### src/rtl/scan_pkg.sv
// Shared definitions for the scan sequencer: default widths and the FSM state type.
package scan_pkg;

  localparam int SEL_W_DEF   = 3;
  localparam int NUM_CH_DEF  = 2 ** SEL_W_DEF;
  localparam int DWELL_W_DEF = 8;

  typedef enum logic {
    IDLE = 1'b0,
    SCAN = 1'b1
  } state_t;

endpackage

### src/rtl/scan_next_ch.sv
// Circular next-set-bit search over a channel mask.
// Returns the first enabled channel strictly after idx_i (wrapping past the top),
// and flags when that channel is at or below idx_i. With idx_i at the highest
// channel the result is the lowest set bit. An empty mask returns idx_i.
module scan_next_ch #(
  parameter int SEL_W = 3
) (
  input  logic [2**SEL_W-1:0] mask_i,
  input  logic [SEL_W-1:0]    idx_i,
  output logic [SEL_W-1:0]    nxt_o,
  output logic                wrapped_o
);

  localparam int NUM_CH = 2 ** SEL_W;

  logic             found;
  logic [SEL_W-1:0] cand;

  // Walk candidates idx+1 .. idx+NUM_CH modulo NUM_CH, keeping the first enabled one
  always_comb begin
    nxt_o = idx_i;
    found = 1'b0;
    cand  = '0;
    for (int k = 1; k <= NUM_CH; k++) begin
      cand = idx_i + SEL_W'(k);
      if (!found && mask_i[cand]) begin
        nxt_o = cand;
        found = 1'b1;
      end
    end
    wrapped_o = (nxt_o <= idx_i);
  end

endmodule

### src/rtl/scan_sequencer.sv
// Channel scan sequencer: walks the enabled channels of a latched mask in
// ascending circular order, presenting each for an effective dwell of
// max(dwell,1) cycles, in single-shot or continuous mode.
// Optional feature macro: SCAN_PAUSE_EN adds a 'pause' input that freezes the
// scan in place while asserted.
module scan_sequencer
  import scan_pkg::*;
#(
  parameter int SEL_W   = SEL_W_DEF,
  parameter int DWELL_W = DWELL_W_DEF
) (
  input  logic                clk,
  input  logic                rst,
  input  logic                start,
  input  logic                stop,
`ifdef SCAN_PAUSE_EN
  input  logic                pause,
`endif
  input  logic                continuous,
  input  logic [2**SEL_W-1:0] ch_mask,
  input  logic [DWELL_W-1:0]  dwell,
  output logic [SEL_W-1:0]    sel,
  output logic                sel_valid,
  output logic                busy,
  output logic                done,
  output logic                wrap
);

  localparam int NUM_CH = 2 ** SEL_W;

  state_t              state_q, state_d;
  logic [SEL_W-1:0]    sel_q, sel_d;
  logic [NUM_CH-1:0]   mask_q, mask_d;
  logic [DWELL_W-1:0]  dwell_q, dwell_d;
  logic                cont_q, cont_d;
  logic [DWELL_W-1:0]  cnt_q, cnt_d;
  logic                done_q, done_d;
  logic                wrap_q, wrap_d;

  logic [NUM_CH-1:0]   srchMask;
  logic [SEL_W-1:0]    srchIdx;
  logic [SEL_W-1:0]    nxtCh;
  logic                nxtWrapped;
  logic                pauseActive;
  logic [DWELL_W-1:0]  startLoad;
  logic [DWELL_W-1:0]  reloadCnt;

`ifdef SCAN_PAUSE_EN
  assign pauseActive = pause;
`else
  assign pauseActive = 1'b0;
`endif

  // Counter preload is eff_dwell-1, where a zero dwell behaves as one cycle
  assign startLoad = (dwell == '0)   ? '0 : dwell   - DWELL_W'(1);
  assign reloadCnt = (dwell_q == '0) ? '0 : dwell_q - DWELL_W'(1);

  // One search unit is shared: in IDLE it finds the lowest set bit of the live
  // mask (search from the top index), in SCAN it finds the successor of sel
  always_comb begin
    if (state_q == SCAN) begin
      srchMask = mask_q;
      srchIdx  = sel_q;
    end else begin
      srchMask = ch_mask;
      srchIdx  = SEL_W'(NUM_CH - 1);
    end
  end

  scan_next_ch #(
    .SEL_W (SEL_W)
  ) u_next_ch (
    .mask_i    (srchMask),
    .idx_i     (srchIdx),
    .nxt_o     (nxtCh),
    .wrapped_o (nxtWrapped)
  );

  // Next-state logic: start/latch in IDLE, dwell countdown and channel advance in SCAN
  always_comb begin
    state_d = state_q;
    sel_d   = sel_q;
    mask_d  = mask_q;
    dwell_d = dwell_q;
    cont_d  = cont_q;
    cnt_d   = cnt_q;
    done_d  = 1'b0;
    wrap_d  = 1'b0;

    unique case (state_q)
      IDLE: begin
        if (start && !stop) begin
          if (ch_mask != '0) begin
            mask_d  = ch_mask;
            dwell_d = dwell;
            cont_d  = continuous;
            sel_d   = nxtCh;
            cnt_d   = startLoad;
            state_d = SCAN;
          end else begin
            done_d = 1'b1;
          end
        end
      end

      SCAN: begin
        if (stop) begin
          state_d = IDLE;
        end else if (pauseActive) begin
          state_d = SCAN;
        end else if (cnt_q != '0) begin
          cnt_d = cnt_q - DWELL_W'(1);
        end else if (nxtWrapped) begin
          wrap_d = 1'b1;
          if (cont_q) begin
            sel_d = nxtCh;
            cnt_d = reloadCnt;
          end else begin
            done_d  = 1'b1;
            state_d = IDLE;
          end
        end else begin
          sel_d = nxtCh;
          cnt_d = reloadCnt;
        end
      end

      default: state_d = IDLE;
    endcase
  end

  // State and datapath registers with synchronous reset taking priority
  always_ff @(posedge clk) begin
    if (rst) begin
      state_q <= IDLE;
      sel_q   <= '0;
      mask_q  <= '0;
      dwell_q <= '0;
      cont_q  <= 1'b0;
      cnt_q   <= '0;
      done_q  <= 1'b0;
      wrap_q  <= 1'b0;
    end else begin
      state_q <= state_d;
      sel_q   <= sel_d;
      mask_q  <= mask_d;
      dwell_q <= dwell_d;
      cont_q  <= cont_d;
      cnt_q   <= cnt_d;
      done_q  <= done_d;
      wrap_q  <= wrap_d;
    end
  end

  assign sel       = sel_q;
  assign sel_valid = (state_q == SCAN);
  assign busy      = (state_q == SCAN);
  assign done      = done_q;
  assign wrap      = wrap_q;

endmodule

### config.mk
export PLATFORM = sky130hd
export DESIGN_NAME = scan_sequencer
export DESIGN_NICKNAME = d
export VERILOG_FILES = /design/src/rtl/scan_pkg.sv /design/src/rtl/scan_next_ch.sv /design/src/rtl/scan_sequencer.sv
export SDC_FILE = /design/constraint.sdc
export NUM_CORES = 1
export LEC_CHECK = 0
export ABC_AREA = 0
export CAP_MARGIN = 40
export CORE_MARGIN = 2
export CORE_UTILIZATION = 56
export DETAILED_ROUTE_END_ITERATION = 7
export PLACE_DENSITY = 0.81
export RECOVER_POWER = 25
export SLEW_MARGIN = 20
export SYNTH_ARGS = -nofsm -noshare
export SYNTH_HDL_FRONTEND = slang
export SYNTH_HIERARCHICAL = 1
export SYNTH_SLANG_ARGS = --single-unit
### constraint.sdc
create_clock -name clk -period 5.85 [get_ports clk]
set_input_delay 1.17 -clock clk [delete_from_list [all_inputs] [get_ports clk]]
set_output_delay 1.17 -clock clk [all_outputs]
set_load 0.005 [all_outputs]
== Word level (Yosys, flattened, before mapping) ==
Cells that the tools add are included.
Storage, ports and cells
  register bits: 31
  bits of input ports: 21
  output and inout port bits: 7
  word-level logic and storage cells: 122
Cells by class
  add/subtract/negate cells: 10
  $lt $le $gt $ge: 9
  equal/unequal tests: 6
  mux-type cells: 64
  bitwise gates (word level): 1
  reductions and logical operators: 24
Operators with widths (number)
  $mux 8: 9
  $mux 3: 15
  $lt 3x4->1 const B: 8
  $mux 1: 28
  $bmux 1 s3: 8
  $sub 8x1->8 const B: 3
  $logic_not 8->1: 2
  $pmux 8 s2: 1
  $reduce_bool 8->1: 2
  $add 3x3->3 const B: 4
  $logic_and 1x1->1: 8
  $logic_not 1->1: 8
  $ne 2x2->1 const B: 4
  $add 3x2->3 const B: 2
  $pmux 3 s2: 1
  $reduce_and 5->1: 1
  $ne 4x3->1 const B: 1
  $pmux 1 s2: 2
  $reduce_and 4->1: 1
  $reduce_or 4->1: 1
  $add 3x1->3 const B: 1
  $le 3x3->1: 1
  $ne 3x3->1 const B: 1
  $reduce_and 3->1: 1
  $not 1->1: 1

== Longest topological paths before layout ==
  word-level depth: 31
  gate-level depth with buffers: 24
  gate-level depth less buffers: 18

== Cells and area by module ==
The synthesis kept the hierarchy.
By module, submodules not included
  scan_sequencer: instances 1, cells an instance 209, area an instance 1884.3 sq um, sequential area each 620.6 sq um
  scan_next_ch: instances 1, cells an instance 107, area an instance 948.4 sq um, sequential area each 0.0 sq um

== Least setup slack after synthesis ==
No wires, ideal clock.
  path kind: reg-to-reg
  start point: register state_q (netlist: busy)
  end point: register cnt_q[2]
  library setup time: 0.086 ns
  data arrival time: 5.112 ns
  required time: 5.764 ns
  path slack: 0.653 ns
  cell stages (with the launch flop): 25
  buffers on the path: 6
  period minus slack after synthesis: 5.197 ns
  cells stage by stage: dfxtp_1 > clkbuf_1 > buf_2 > buf_1 > nand2b_1 > buf_6 > buf_2 > inv_1 > ha_1 > buf_2 > mux2_1 > nor3_1 > a221oi_1 > or4b_4 > a21o_1 > o31ai_1 > ha_1 > nor2b_1 > o21a_1 > o21ai_0 > and3b_1 > a31oi_1 > o21ai_2 > nor2_1 > a211oi_1
Between the ends
  word-level cells in the longest chain between the ends: 31
  elaborated cells between the ends (all ways): 65
  classes of those cells: 7 x add/sub; 1 x order compare; 4 x eq/ne; 37 x mux; 1 x bitwise; 15 x reduce/logical
Ends and longest elaborated chain
  start: declaration: line scan_sequencer.sv:31  | state_t state_q, state_d;
  start signal: assignment: line scan_sequencer.sv:144  | state_q <= state_d;
  $mux 3 (*): line scan_sequencer.sv:61  | if (state_q == SCAN) begin
  net srchIdx[0]: line scan_sequencer.sv:41  | logic [SEL_W-1:0] srchIdx;
  $add 3x1->3: line scan_next_ch.sv:25  | cand = idx_i + SEL_W'(k);
  $bmux 1 s3: line scan_next_ch.sv:26  | if (!found && mask_i[cand]) begin
  $mux 1 (not written as such): line scan_next_ch.sv:26
  $mux 1: line scan_next_ch.sv:26
  $logic_not 1->1: line scan_next_ch.sv:26
  $logic_and 1x1->1: line scan_next_ch.sv:26
  [18 not listed]
  $mux 3 (*): line scan_next_ch.sv:26
  net nxtCh[1]: line scan_sequencer.sv:42  | logic [SEL_W-1:0] nxtCh;
  $le 3x3->1 (*): line scan_next_ch.sv:31  | wrapped_o = (nxt_o <= idx_i);
  net nxtWrapped: line scan_sequencer.sv:43  | logic nxtWrapped;
  $mux 8: line scan_sequencer.sv:113  | end else if (nxtWrapped) begin
  $mux 8: line scan_sequencer.sv:111  | end else if (cnt_q != '0) begin
  $mux 8: line scan_sequencer.sv:107  | if (stop) begin
  $pmux 8 s2: line scan_sequencer.sv:90  | unique case (state_q)
  end signal: assignment: line scan_sequencer.sv:149  | cnt_q <= cnt_d;
  end: declaration: line scan_sequencer.sv:36  | logic [DWELL_W-1:0] cnt_q, cnt_d;
Mark *: on every way through the listed nets, which the timed path passes. The rest lies on a longest branch. The select of a mux whose other input is x is not followed.
A chain may end at the register's enable or synchronous reset.

== Worst setup path after layout ==
  start point: input ch_mask[5]
  end point: register cnt_q[2]
Between the ends
  word-level cells in the longest chain between the ends: 30
  elaborated cells between the ends (all ways): 55
  classes of those cells: 1 x order compare; 2 x eq/ne; 36 x mux; 16 x reduce/logical
Ends and longest elaborated chain
  start: declaration: line scan_sequencer.sv:20  | input logic [2**SEL_W-1:0] ch_mask,
  $mux 8 (*): line scan_sequencer.sv:61
  net srchMask[5]: line scan_sequencer.sv:40  | logic [NUM_CH-1:0] srchMask;
  $bmux 1 s3: line scan_next_ch.sv:26
  $mux 1 (not written as such): line scan_next_ch.sv:26
  $mux 1: line scan_next_ch.sv:26
  $logic_not 1->1: line scan_next_ch.sv:26
  $logic_and 1x1->1: line scan_next_ch.sv:26
  $mux 1: line scan_next_ch.sv:26
  [17 not listed]
  $mux 3 (*): line scan_next_ch.sv:26
  net nxtCh[1]: line scan_sequencer.sv:42
  $le 3x3->1 (*): line scan_next_ch.sv:31
  net nxtWrapped: line scan_sequencer.sv:43
  $mux 8: line scan_sequencer.sv:113
  $mux 8: line scan_sequencer.sv:111
  $mux 8: line scan_sequencer.sv:107
  $pmux 8 s2: line scan_sequencer.sv:90
Marked as above.

==> flow_metrics.env <==
export IMPL_hp_class="reg2reg"
export IMPL_grt_pass1_wl_mm=11.0
export IMPL_grt_pass1_vias=2300
export IMPL_routedWlPerCell_microns=16.3
export IMPL_synthMuxAreaShare=0.242
export IMPL_cts_tree="yes"
export IMPL_hold_viol=0
export IMPL_crit_required_ns=6.05
export IMPL_insertion_delay_ns=0.30
export IMPL_dieArea_sq_um=5640
export IMPL_ys_flop_type="dfxtp_1"
export IMPL_fmax_ghz=0.187
export IMPL_r2r_start="sel[1]$_SDFFE_PP0P_"
export IMPL_slew_viol_final=0
export IMPL_hold_path_endpoint="cnt_q[1]$_SDFFE_PP0P_"
export IMPL_rows=25
export IMPL_drtIter0Drc=314
export IMPL_route_detailed_drc=0
export IMPL_synthArstFlopShare=0
export IMPL_synth_top_area_share=0.219
export IMPL_dieWidth_microns=75.1
export IMPL_post_dp_cell_area_sq_um=3160
export IMPL_status="finished clean"
export IMPL_synth_top_area_cell="dfxtp_1"
export IMPL_yosysSeqAreaShare=0.219
export IMPL_cpMaxStageDelayCell="mux4_2"
export IMPL_clockBufferDepth=2
export IMPL_drv_cap=0
export IMPL_synthTopCellsByCount="nor2_1, dfxtp_1, mux2i_1"
export IMPL_finalSetupViolCount=0
export IMPL_power_leakage_nw=1.28
export IMPL_worst_r2r_path_depth=19
export IMPL_root_buffer="clkbuf_8"
export IMPL_synth_seq_cells=31
export IMPL_worstMarginPinSlew_ns=1.22
export IMPL_core_area_sq_um=4790
export IMPL_hold_ws_ns=0.485
export IMPL_cts_buffers=5
export IMPL_place_congestion=0.948
export IMPL_diodes=0
export IMPL_critPathKind="in2reg"
export IMPL_fin_ws_ns=0.493
export IMPL_routed_via_count=2589
export IMPL_grt_max_degree=28
export IMPL_period_share=0.916
export IMPL_ant_nets=0
export IMPL_synth_nets=348
export IMPL_grt_ovfl_total=0
export IMPL_cts_setup_buffers=0
export IMPL_synthTopCellsByArea="dfxtp_1, mux2i_1, mux4_2, nor2_1, mux2_2"
export IMPL_antenna_found_initial=0
export IMPL_ys_warn_count=6
export IMPL_synth_adder_area_share=0.0486
export IMPL_syn_to_final_growth_pct=14.5
export IMPL_drive_gt1_frac=0.150
export IMPL_ctsHtreeMaxLevel=2
export IMPL_synth_compound_area_share=0.174
export IMPL_cts_hold_fix_buffers=0
export IMPL_pre_cts_slack_ns=0.282
export IMPL_finalWirelength_mm=6.64
export IMPL_via_per_inst=6.35
export IMPL_ir_drop_mv=0.136
export IMPL_period_needed_ns=5.36
export IMPL_fin_tns_setup_ns=0
export IMPL_hpwlAfterDp_mm=5.20
export IMPL_synthXorXnorAreaFrac=0.0557
export IMPL_fin_nets=372
export IMPL_worstPathArrival_ns=5.56
export IMPL_critPathMaxStageDelay_ns=0.60
export IMPL_syn_area_per_cell_sq_um=8.96
export IMPL_synth_most_common_cell="nor2_1"
export IMPL_grt_use_total=0.254
export IMPL_worstHoldStart="cnt_q[1]$_SDFFE_PP0P_"
export IMPL_path_buf_inv=1
export IMPL_synth_top_family_by_area="multiplexers"
export IMPL_io_pins=28
export IMPL_start_util=0.592
export IMPL_power_w=0.000735
export IMPL_syn_instance_count=316
export IMPL_slew_headroom=0.185
export IMPL_power_density_nw_per_um2=227
export IMPL_stdcell_area_sq_um=3240
export IMPL_worst_setup_path_end_kind="flip-flop"
export IMPL_cts_resized=0
export IMPL_drt_pass1_iterations=5
export IMPL_die_y_microns=75.1
export IMPL_rsz0062_at_grt="no"
export IMPL_synth_simple_area_share=0.210
export IMPL_cp_start_kind="input pin"
export IMPL_path_max_fanout=9
export IMPL_crit_family="compound AO/OA/AOI/OAI gates"
export IMPL_path_cells="clkdlybuf4s50_1 -> mux2_2 -> mux4_2 -> mux2_2 -> and3_1 -> nor3_1 -> nor2_1 -> o31ai_1 -> ha_1 -> nor2b_1 -> o21a_1 -> o21ai_0 -> and3b_1 -> a31oi_1 -> o21ai_2 -> nor2_1 -> a211oi_1"
export IMPL_port_buffer_count=27
export IMPL_r2r_end="cnt_q[2]$_SDFFE_PP0P_"
export IMPL_clk_pin_slew_ns=0.07
export IMPL_synth_edf_count=0
export IMPL_holdPathStages=2
export IMPL_fin_skew_ns=0.0148
export IMPL_synth_distinct_cells=66
export IMPL_r2r_slack_ns=0.82
export IMPL_numClockSinks=31
export IMPL_syn_area_sq_um=2830
through the flow:
step	std cells	util
4_1_cts	408	0.679
3_3_place_gp	399	0.656
2_1_floorplan	316	-
3_5_place_dp	400	0.659
6_report	408	0.678
5_1_grt	408	0.678
layer usage:
metal	vias up	track usage	routed length [microns]
met1	1225	0.368	3140
li1	1231	-	-
met5	-	0	0
met3	16	0.0375	387
met4	0	0.0694	119
met2	117	0.395	3000
cell usage in the layout (no fill, tap or decap), types with 3 or more instances in the layout:
master	n
mux2_2	14
inv_1	17
nor3_1	8
a21oi_1	12
o21ai_0	8
nand3_1	5
mux4_2	8
or3_1	3
xnor2_1	11
nor2_1	43
clkdlybuf4s50_1	21
a221oi_1	3
xor2_1	7
nand2_1	7
dfxtp_1	31
a31oi_1	5
and3_1	4
nand2b_1	7
ha_1	11
nand4b_1	3
nor3b_1	3
a211oi_1	10
o22ai_1	3
nor2b_1	3
o31ai_1	3
dlygate4sd3_1	6
buf_4	3
nor4_1	3
clkbuf_8	5
mux2i_1	26
how the worst max path moves through the flow:
stage | end | slack (ns) | startpoint | cells after the start
3_3_place_gp | cnt_q[2]$_SDFFE_PP0P_ | 0.38 | ch_mask[5] | 17
2_1_floorplan | cnt_q[2]$_SDFFE_PP0P_ | 0.65 | busy$_SDFF_PP0_ | 24
3_5_place_dp | cnt_q[2]$_SDFFE_PP0P_ | 0.28 | ch_mask[5] | 17
4_1_cts | cnt_q[2]$_SDFFE_PP0P_ | 0.58 | ch_mask[5] | 17
5_1_grt | cnt_q[7]$_SDFFE_PP0P_ | 0.32 | ch_mask[4] | 17
6_report | cnt_q[2]$_SDFFE_PP0P_ | 0.49 | ch_mask[5] | 17
tightest hold or removal path, stage by stage (launching register included):
cell     delay [ns]
dfxtp_1        0.33
nand2_1        0.06
a21oi_1        0.05
final cells by class:
| type | instances | area [sq um] |
|---|---|---|
| clock inverters | 3 | 23.8 |
| repair buffers | 32 | 312 |
| clock buffers | 5 | 68.8 |
| multi-input cells | 253 | 2070 |
| flip-flops and latches | 31 | 621 |
| inverters | 17 | 63.8 |
| fillers | 408 | 1540 |
| well taps | 67 | 83.8 |
logic make-up (layout without fill, tap and decap cells):
family                   count (synthesis)  in the layout
AO/OA/AOI/OAI                           68             68
XOR/XNOR                                18             18
adder cells (fa/ha/maj)                 11             11
buffers and inverters                   32             57
flip-flops                              31             31
multiplexers                            52             52
AND/OR/NAND/NOR                        104            104
report_power, final:
group          switching, W  leakage, nW  internal [W]
Clock             0.0000939       0.0408     0.0000850
Combinational      0.000167        0.990      0.000150
Sequential        0.0000142        0.254      0.000225
Total              0.000275         1.28      0.000460
registers in the layout (all words and copies together), names as in the netlist:
| register | cells |
|---|---|
| busy | 1 |
| cnt_q | 8 |
| cont_q | 1 |
| done | 1 |
| dwell_q | 8 |
| mask_q | 8 |
| sel | 3 |
| wrap | 1 |
Note: power is estimated with default switching activity, not from simulation.
==> edit: new RTL, same settings <==
The option `SCAN_PAUSE_EN` is turned on by a define.
--- a/src/rtl/scan_sequencer.sv
+++ b/src/rtl/scan_sequencer.sv
@@ -4,4 +4,6 @@
 // Optional feature macro: SCAN_PAUSE_EN adds a 'pause' input that freezes the
 // scan in place while asserted.
+`define SCAN_PAUSE_EN
+
 module scan_sequencer
   import scan_pkg::*;
Interface: changed (added pause); port bits go from 28 to 29. The function was not compared with the original's and may differ.
==> edit against the original RTL <==
- power grew 1.1%
- hold slack got worse by 0.024 ns
- synthesized area is 1.1% lower
- first-iteration DRC count fell by 40%
- sequential power is essentially flat
- routed wire length decreased by 1.1%
- setup slack better by 0.060 ns
- clock skew down 0.0072 ns
- non-clock buffer count rose by 1
- combinational power grew 5%
- sequential cell count did not move
- design area down 1.1%
- largest cell class unchanged
==> edit: results (changes against the original RTL) <==
[global_routing]
use_met3_pct = 5.087  ; +1.3 points
use_met2_pct = 36.87  ; -2.6 points
grt_max_degree = 21  ; -25%
use_met1_pct = 38.23  ; +1.4 points
grt_pass1_vias = 2287  ; -0.57%
grt_pass1_wl_um = 11060  ; +0.69%
grtUsageTotal_pct = 25.66  ; +0.28 points

[routing]
first_pass_iters = 4  ; -1
avgRoutedWirePerCell_um = 15.72  ; -3.5%
routed_via_density = 6.115  ; -3.6%

[synth]
synth_xor_area_share_pct = 6.256  ; +0.69 points
synth-compound-area-share_pct = 20.02  ; +2.6 points
synth_common_cells = nor2_1 (39), dfxtp_1 (31), a21oi_1 (23)
synth.area.mux_share_pct = 20.51  ; -3.7 points
synthDistinctLibCells = 60  ; -9.1%
synth.net_count = 360  ; +3.4%
async_flop_share_pct = 0  ; unchanged
synth.avg_cell_area_um2 = 8.563  ; -4.5%
synthAdderAreaFrac_pct = 4.915  ; +0.056 points
synth_seq_area_share_pct = 22.16  ; +0.25 points

[place]
gp_congestion = 0.9312  ; -1.8%
portBuffers = 28  ; +3.7%
post-place-ws_ns = 0.3592  ; +0.07741 ns
placed_cells = 410  ; +2.5%
hpwl_um = 4934  ; -5.1%

[critical_path]
worstPathArrival_ns = 5.45  ; -0.11 ns
cp_max_fo = 16  ; +7
timing.rr.start = busy
startpoint = ch_mask[4]

[layout]
fin_cells = 418  ; +2.5%
final_layout_size_suffix_gt1_share_pct = 13.68  ; -1.3 points
nets = 383  ; +3.0%
nFillCells = 373  ; -8.6%

[power]
ir_drop_v = 0.0002108  ; +56%
total_leakage_power_nw = 1.236  ; -3.7%

[timing]
worst_pin_slew_ns = 0.8373  ; -0.3856 ns
skew_ns = 0.007535  ; -0.007239 ns

[clocking]
cts_root_buffer = clkbuf_8

[status]
status = finished clean

[worst_hold_path]
hold_start = mask_q[6]

edit: changes by cell type in the layout (fill, tap and decap cells not counted), moves of 3 or more:
cell,unedited run,this run
nor4_1,3,0
nor3b_1,3,7
mux2i_1,26,15
o22ai_1,3,6
a21oi_1,12,23
or4_1,1,4
nand2_1,7,22
nor2_1,43,39
a22oi_1,0,5
a31oi_1,5,1
edit: path summary, 6_finish.rpt:
path                                  end  slack (ns)  cells past startpoint
worst max-delay path             cnt_q[6]        0.55                     17
worst min-delay path            mask_q[6]        0.46                      2
worst max register to register   cnt_q[6]        0.60                     19
worst min register to register  mask_q[6]        0.46                      2
edit: layout make-up:
class / instances / area [um2] / area share (%)
Clock inverter: 2 / 12.51 / 0.3899
Clock buffer: 6 / 72.57 / 2.261
Tap cell: 67 / 83.83 / 2.612
Timing Repair Buffer: 33 / 321.6 / 10.02
Inverter: 20 / 75.07 / 2.339
Multi-Input combinational cell: 259 / 2023 / 63.04
Sequential cell: 31 / 620.6 / 19.34
edit: routing by layer:
metal	vias to the layer above	wire (um)
met2	103	2891
li1	1251	-
met4	0	123
met3	13	402
met5	-	0
met1	1189	3153
edit: worst max-delay path, stage by stage:
cell and delay (ns):
clkdlybuf4s50_1 0.44, mux2_2 0.34, mux4_2 0.60, mux2_2 0.31, and3_1 0.19, or3_1 0.34, a21o_1 0.18, o31ai_1 0.08
ha_1 0.31, nor2b_1 0.14, o21a_1 0.16, o21ai_0 0.18, nor2b_1 0.24, nand3_1 0.14, a21o_1 0.38, nor2_1 0.18
a311oi_2 0.06
edit: per-stage QoR:
stage | instance area [um2] | power [mW]
after global routing | 3209 | 0.7849
after global placement | 3113 | 0.5624
after floorplan | 2800 | 0.4950
after CTS | 3213 | 0.7406
after detailed placement | 3128 | 0.5708
final | 3209 | 0.7433
edit: power by group:
part	internal (mW)	switching [mW]
clock network	0.0831	0.0877
logic	0.157	0.176
registers	0.225	0.0145
total	0.465	0.278
edit: cells by family after synthesis:
group,count (synthesis)
and+or+nand+nor,110
xor gates and xnor gates,20
AOI/OAI and AO/OA,77
adders and majority gates,11
muxes,41
DFF,31
buffers and inverters,37
